File: src/rtl/ddr_pkg.sv
// ddr_pkg: board defaults shared by the DDR game lanes and display logic.
package ddr_pkg;
    localparam int LANE_ROWS = 8;
    localparam int TICK_DIV  = 4;
    localparam int SCORE_W   = 8;
    localparam int NUM_LANES = 4;
    typedef enum logic [1:0] {EV_NONE, EV_HIT, EV_MISS} lane_ev_t;
endpackage

File: src/rtl/tick_divider.sv
// tick_divider: emits a one-cycle step every DIV enabled cycles; count holds while disabled.
module tick_divider #(
    parameter int DIV = 4
) (
    input  logic Clock,
    input  logic Reset,
    input  logic enable,
    output logic step
);
    localparam int CW = $clog2(DIV);
    logic [CW-1:0] count;
    assign step = enable && count == CW'(DIV - 1);
    always_ff @(posedge Clock) begin
        if (Reset) count <= '0;
        else if (enable) count <= step ? '0 : count + 1'b1;
    end
endmodule

File: src/rtl/note_lane.sv
// note_lane: one arrow lane; spawns and scrolls notes, scores key presses against the bottom row.
module note_lane #(
    parameter int ROWS     = ddr_pkg::LANE_ROWS,
    parameter int TICK_DIV = ddr_pkg::TICK_DIV,
    parameter int SCORE_W  = ddr_pkg::SCORE_W
) (
    input  logic               Clock,
    input  logic               Reset,
    input  logic               press,
    input  logic               key,
    input  logic               enable,
    output logic [ROWS-1:0]    column,
    output logic               hit,
    output logic               miss,
    output logic [SCORE_W-1:0] score
);
    import ddr_pkg::*;
    logic step, key_q, key_rise, bot;
    logic [ROWS-1:0] kept;
    lane_ev_t ev;
    tick_divider #(.DIV(TICK_DIV)) u_tick (
        .Clock (Clock),
        .Reset (Reset),
        .enable(enable),
        .step  (step)
    );
    assign key_rise = key & ~key_q;
    assign bot = column[ROWS-1];
    // A key press always takes priority over a note falling off on the same step.
    always_comb begin
        ev = !enable ? EV_NONE : key_rise ? (bot ? EV_HIT : EV_MISS) : (step && bot) ? EV_MISS : EV_NONE;
        kept = (ev == EV_HIT) ? {1'b0, column[ROWS-2:0]} : column;
    end
    always_ff @(posedge Clock) begin
        if (Reset) begin
            column <= '0;
            score <= '0;
            hit <= 1'b0;
            miss <= 1'b0;
            key_q <= 1'b1;
        end else begin
            key_q <= key;
            hit <= ev == EV_HIT;
            miss <= ev == EV_MISS;
            if (enable) begin
                column <= step ? {kept[ROWS-2:0], press} : kept;
                if (ev == EV_HIT && score != '1) score <= score + 1'b1;
            end
        end
    end
endmodule

File: config.mk
export PLATFORM = sky130hd
export DESIGN_NAME = note_lane
export DESIGN_NICKNAME = d
export VERILOG_FILES = /design/src/rtl/ddr_pkg.sv /design/src/rtl/tick_divider.sv /design/src/rtl/note_lane.sv
export SDC_FILE = /design/constraint.sdc
export NUM_CORES = 1
export LEC_CHECK = 0
export ABC_CLOCK_PERIOD_IN_PS = 3780
export BUFFER_PORTS_ARGS = -buffer_cell sky130_fd_sc_hd__buf_2
export CORE_AREA = 2 2 44 46
export DETAILED_ROUTE_END_ITERATION = 16
export DIE_AREA = 0 0 46 48
export GPL_TIMING_DRIVEN = 0
export PLACE_DENSITY_LB_ADDON = 0.05
export RECOVER_POWER = 50
export SYNTH_ARGS = -nofsm -noshare
export SYNTH_HDL_FRONTEND = slang
export SYNTH_SLANG_ARGS = --single-unit
File: constraint.sdc
create_clock -name Clock -period 3.78 [get_ports Clock]
set_clock_uncertainty 0.05 [all_clocks]
set_input_delay 0.378 -clock Clock [delete_from_list [all_inputs] [get_ports Clock]]
set_output_delay 0.378 -clock Clock [all_outputs]
set_load 0.05 [all_outputs]
# Yosys cells after proc, flatten, opt, wreduce, memory -nomap -nowiden
# Index checks and enable logic that the tools add are counted.
# op_classes
n_eq_ne	4
muxes	7
n_addsub	2
bitwise_logic	2
reduce_logical	6
# op_table
operator	n
two-way mux 8 bit	2
two-way mux 2 bit	5
adder 8 x 1 -> 8 bit, second input constant	1
!= test 8 bit, second input constant	1
== test 2 bit, second input constant	2
AND reduction 2 bit	2
logical AND 1 bit	3
adder 2 x 1 -> 2 bit, second input constant	1
== test 2 x 1 -> 1 bit, second input constant	1
nonzero test 2 bit	1
AND 1 bit	1
inverter 1 bit	1
# totals
reg_bits	21
inputBits	5
output_inout_bits	18

# Depth between registers and ports, before layout
# depth
ltp_word	9
mapped_depth	5
mapped_depth_nobuf	5

# Modules after synthesis
# A second synthesis with hierarchy kept.
# unflattened
cells_unflattened	97
hier_area_um2	890.9
# by_module_without_submodules
module	cells_each	instances	area_each_um2
note_lane	88	1	798.3
tick_divider	9	1	92.6

# Least setup slack after synthesis
# OpenSTA, ideal clock, no wires.
# synth_path
path_kind	reg-to-reg
start	reg column[7]
end	reg score[7]
required_time_ps	3660
n_path_buf	1
path_stages_with_launch	6
slack_ps	2025
arrival_ps	1635
path_cell_list	dfxtp_1 > and4b_1 > buf_4 > o211ai_4 > or4_1 > a21oi_1
# synth_via
elab_chain_len	7
elab_cells_between_ends	8
classes_between	eq/ne (1); mux (4); reduce/logical (3)
# synth_rtl
item	line_no	rtl
from (decl)	note_lane.sv:12	output logic [ROWS-1:0] column,
from (signal assigned)	note_lane.sv:46	column <= step ? {kept[ROWS-2:0], press} : kept;
logical AND 1 bit	note_lane.sv:31	ev = !enable ? EV_NONE : key_rise ? (bot ? EV_HIT : EV_MISS) : (step && bot) ? EV_MISS : EV_NONE;
two-way mux 2 bit	note_lane.sv:31	
two-way mux 2 bit * (2 in series)	note_lane.sv:31	
== test 2 x 1 -> 1 bit *	note_lane.sv:47	if (ev == EV_HIT && score != '1) score <= score + 1'b1;
logical AND 1 bit *	note_lane.sv:47	
AND reduction 2 bit (no line) *	--	
to (signal assigned)	note_lane.sv:47	
to (decl)	note_lane.sv:15	output logic [SCORE_W-1:0] score
# Mark *: on every way between the ends. The rest lies on a longest branch, timed or not.
# A chain may end at the register's enable or synchronous reset.

# Worst setup path in the final report
# layout_path
start	reg column[7]
end	reg score[6]
# Same word-level chain as after synthesis.

==> Flow_metrics.wiki <==
{| class="wikitable"
! Metric !! Value
|-
| Max rail drop VDD || 192 uV
|-
| Relative slew margins || 60.4%
|-
| Clock root buffer || sky130_fd_sc_hd__clkbuf_4
|-
| Setup-violating endpoint count in the final report || 0
|-
| Fraction of registers with async set or reset after synthesis || 0%
|-
| Number of instances in the synthesized netlist || 99
|-
| CP Cell Sequence || and4b_1, clkbuf_1, o211ai_1, or3_1, a21oi_1
|-
| Data arrival time of the critical path || 1.88 ns
|-
| Transition time of the tightest slew-check pin || roughly 0.60 ns
|-
| Number of buffers created by CTS || 3
|-
| Outcome || complete, no violations
|-
| CTS H-tree lvls || 1
|-
| Routed length per placed instance || between 10 and 15 um
|-
| Port bufs || 22
|-
| TritonCTS sink count || 21
|-
| Number of synthesis warnings || 0
|-
| Power per cell area || 335 mW/mm^2
|-
| DIE WIDTH || 46 um
|-
| Pin count of the biggest net entering global routing || 12
|-
| Final WL || about 1600 um
|-
| Setup CP Type || register to register
|-
| Hold Path Class || primary input to register
|-
| Synth top area cells || sky130_fd_sc_hd__dfxtp_1 48%, sky130_fd_sc_hd__a21oi_1 7.4%, sky130_fd_sc_hd__nand3_1 6.2%
|-
| Antenna violation net count after detailed routing || 0
|-
| Placeable core region || between 0.0015 and 0.002 sq mm
|-
| Deepest clock path buffer count || 2
|-
| Placer congestion estimate || approximately 0.70
|-
| Achievable frequency || approximately 590 MHz
|-
| EDFF count, synth || 0
|-
| Total power draw || approximately 0.34 mW
|-
| Setup repair after global routing missed its margin || false
|-
| Shortest clock period the worst path allows after layout || 1.70 ns
|-
| Crit path largest cell delay || 0.39 ns
|-
| Rows || 15
|-
| Cell type contributing the most total cell area after synthesis || sky130_fd_sc_hd__dfxtp_1
|-
| Final standard cell count with taps included and fillers excluded || between 100 and 150
|-
| Via count || between 700 and 800
|-
| Maxcap violations || 0
|-
| Register bit total from synthesis || 21
|-
| Synthesized net count || 106
|-
| Starting density of the core || 52.3%
|-
| List of most frequent post-synthesis cells || 21 x sky130_fd_sc_hd__dfxtp_1, 13 x sky130_fd_sc_hd__a21oi_1, 11 x sky130_fd_sc_hd__nand3_1, 10 x sky130_fd_sc_hd__nand2_1, 8 x sky130_fd_sc_hd__nor2_1
|-
| Fraction of layout instances using a drive strength above 1 || 13.6%
|-
| Final hold viol count || 0
|-
| CTS clock-pin slew for the worst setup and hold paths || 0.10 ns
|-
| IO Pins || 23
|-
| Startpoint type of the worst setup path || register
|-
| Overflow left after global routing || 0
|-
| Initial antenna violation count || 0
|-
| Cell area reported after detailed placement || between 0.001 and 0.0015 sq mm
|-
| Final total negative setup slack || 0 ns
|-
| Clk Latency, worst-skew pair || roughly 0.29 ns
|-
| Layout overhead on the synthesized area || 15.9%
|-
| Antenna diode count || 0
|-
| CP max stage cell || sky130_fd_sc_hd__dfxtp_1
|-
| Iteration-0 DRC count of the detailed router || 6
|-
| Final layout net count || 133
|-
| Predominant post-synthesis flop cell || sky130_fd_sc_hd__dfxtp_1
|-
| Hold-fix buffers, CTS || 0
|-
| Kind of cell adding the most delay to the critical path || simple AND/OR/NAND/NOR gates
|-
| Required @ worst endpoint || 3.96 ns
|-
| Finished Core Util || 60.6%
|-
| GRT Util Overall || 16.2%
|-
| Die height || 48 um
|-
| Most used standard cell by instance count after synthesis || sky130_fd_sc_hd__dfxtp_1
|-
| Pins over their slew limit || 0
|-
| Leakage power total || 0.398 nW
|-
| Share of the synthesized area in the top cell type || 47.6%
|-
| Detailed-route DRC error count || 0
|-
| Synthesized area divided by synthesized cell count || 8.92 sq um
|-
| Dpl cells || 138
|-
| Ratio of final minimum period to clock period || 45.0%
|-
| Number of post-CTS setup repair buffers || 0
|-
| # fillers || 167
|-
| CP max FO || 7
|-
| Netlist cell types || 29
|-
| Post-route standard cell area excluding fillers || about 0.0010 sq mm
|-
| CTS tree || done
|-
| CP endpoint kind || register
|-
| Post-synthesis cell area || ~880 sq um
|-
| Full die area || 0.00221 sq mm
|-
| DR vias/cell || 5.44
|-
| Number of global-route vias before repair || 624
|-
| Sequential cell area fraction in the yosys report || 47.6%
|-
| Sum of buffers and inverters on the critical path || 1
|-
| # resized after CTS || 0
|-
| Post-detailed-placement half-perimeter wirelength || 1200 um
|-
| Initial DRT Pass Iterations || 2
|-
| Global-route wire length before repair || 2560 um
|}
-- state kept, by name, summed over array words and instances, names as in the netlist --
name and flops:
score 8, miss 1, hit 1, key_q 1, column 8, u_tick.count 2
-- kinds of logic after synthesis --
group / after synthesis / synth area share, %
AND/OR/NAND/NOR: 42 / 25.2
AO/OA/AOI/OAI: 22 / 15.9
flip-flops: 21 / 47.6
buffers and inverters: 7 / 3.40
XOR/XNOR: 4 / 3.97
adder cells (fa/ha/maj): 2 / 2.83
multiplexers: 1 / 1.13
-- final timing paths --
path / start / endpoint / slack, ns / depth (start not counted)
max: column[7]$_SDFFE_PP0P_ / score[6]$_SDFFE_PP0P_ / 2.08 / 5
min: Reset / hit$_SDFF_PP0_ / 0.24 / 2
max reg2reg: column[7]$_SDFFE_PP0P_ / score[6]$_SDFFE_PP0P_ / 2.08 / 5
min reg2reg: column[1]$_SDFFE_PP0P_ / column[1]$_SDFFE_PP0P_ / 0.43 / 2
-- power breakdown --
part / leakage (nW) / switching (mW) / internal, mW
combinational: 0.213 / 0.0104 / 0.00546
sequential: 0.170 / 0.00129 / 0.224
clock: 0.0150 / 0.0611 / 0.0410
total: 0.398 / 0.0728 / 0.270
-- routing by layer --
layer  wire (um)  global-route usage (%)
met2         813                    28.6
met5           0                       0
met3          78                    2.26
met4          12                    6.86
met1         724                    19.6
-- per-stage QoR --
step	setup WS, ns	hold WS, ns
floorplan	2.02	0.400
global placement	2.23	0.406
detailed placement	2.19	0.413
finish	2.08	0.241
CTS	2.21	0.194
global route	1.93	0.234
-- area by class of cell --
| class | instances | area, sq um | share of cell area [%] |
|---|---|---|---|
| multi-input combinational | 71 | 433 | 42.3 |
| clock buffer | 4 | 26.3 | 2.57 |
| sequential | 21 | 420 | 41.1 |
| tap | 17 | 21.3 | 2.08 |
| inverter | 2 | 7.51 | 0.733 |
| timing repair buffer | 22 | 96.3 | 9.41 |
| buffer | 5 | 18.8 | 1.83 |
-- layout by cell type (no fill, tap or decap), drive strengths merged --
master   instances
ha               2
and4b            1
nand3b           1
or3              2
buf             11
nor2b            1
o21a             1
or2              1
inv              2
o31ai            1
o21ai            3
o211ai           3
mux2i            1
a21oi           13
xor2             4
o2111ai          1
nand2b           1
nand4            1
nor3             2
nand2           10
nor2             8
and2             1
clkbuf          20
and3             1
dfxtp           21
or4              1
nand3           11
-- worst reg2reg max path: cells and delay by family (launching register included) --
kind	cells	cell delay [ns]
AO/OA/AOI/OAI	2	0.36
buffers and inverters	1	0.30
flip-flops	1	0.39
AND/OR/NAND/NOR	2	0.55
Note: power is estimated with default switching activity, not from simulation.
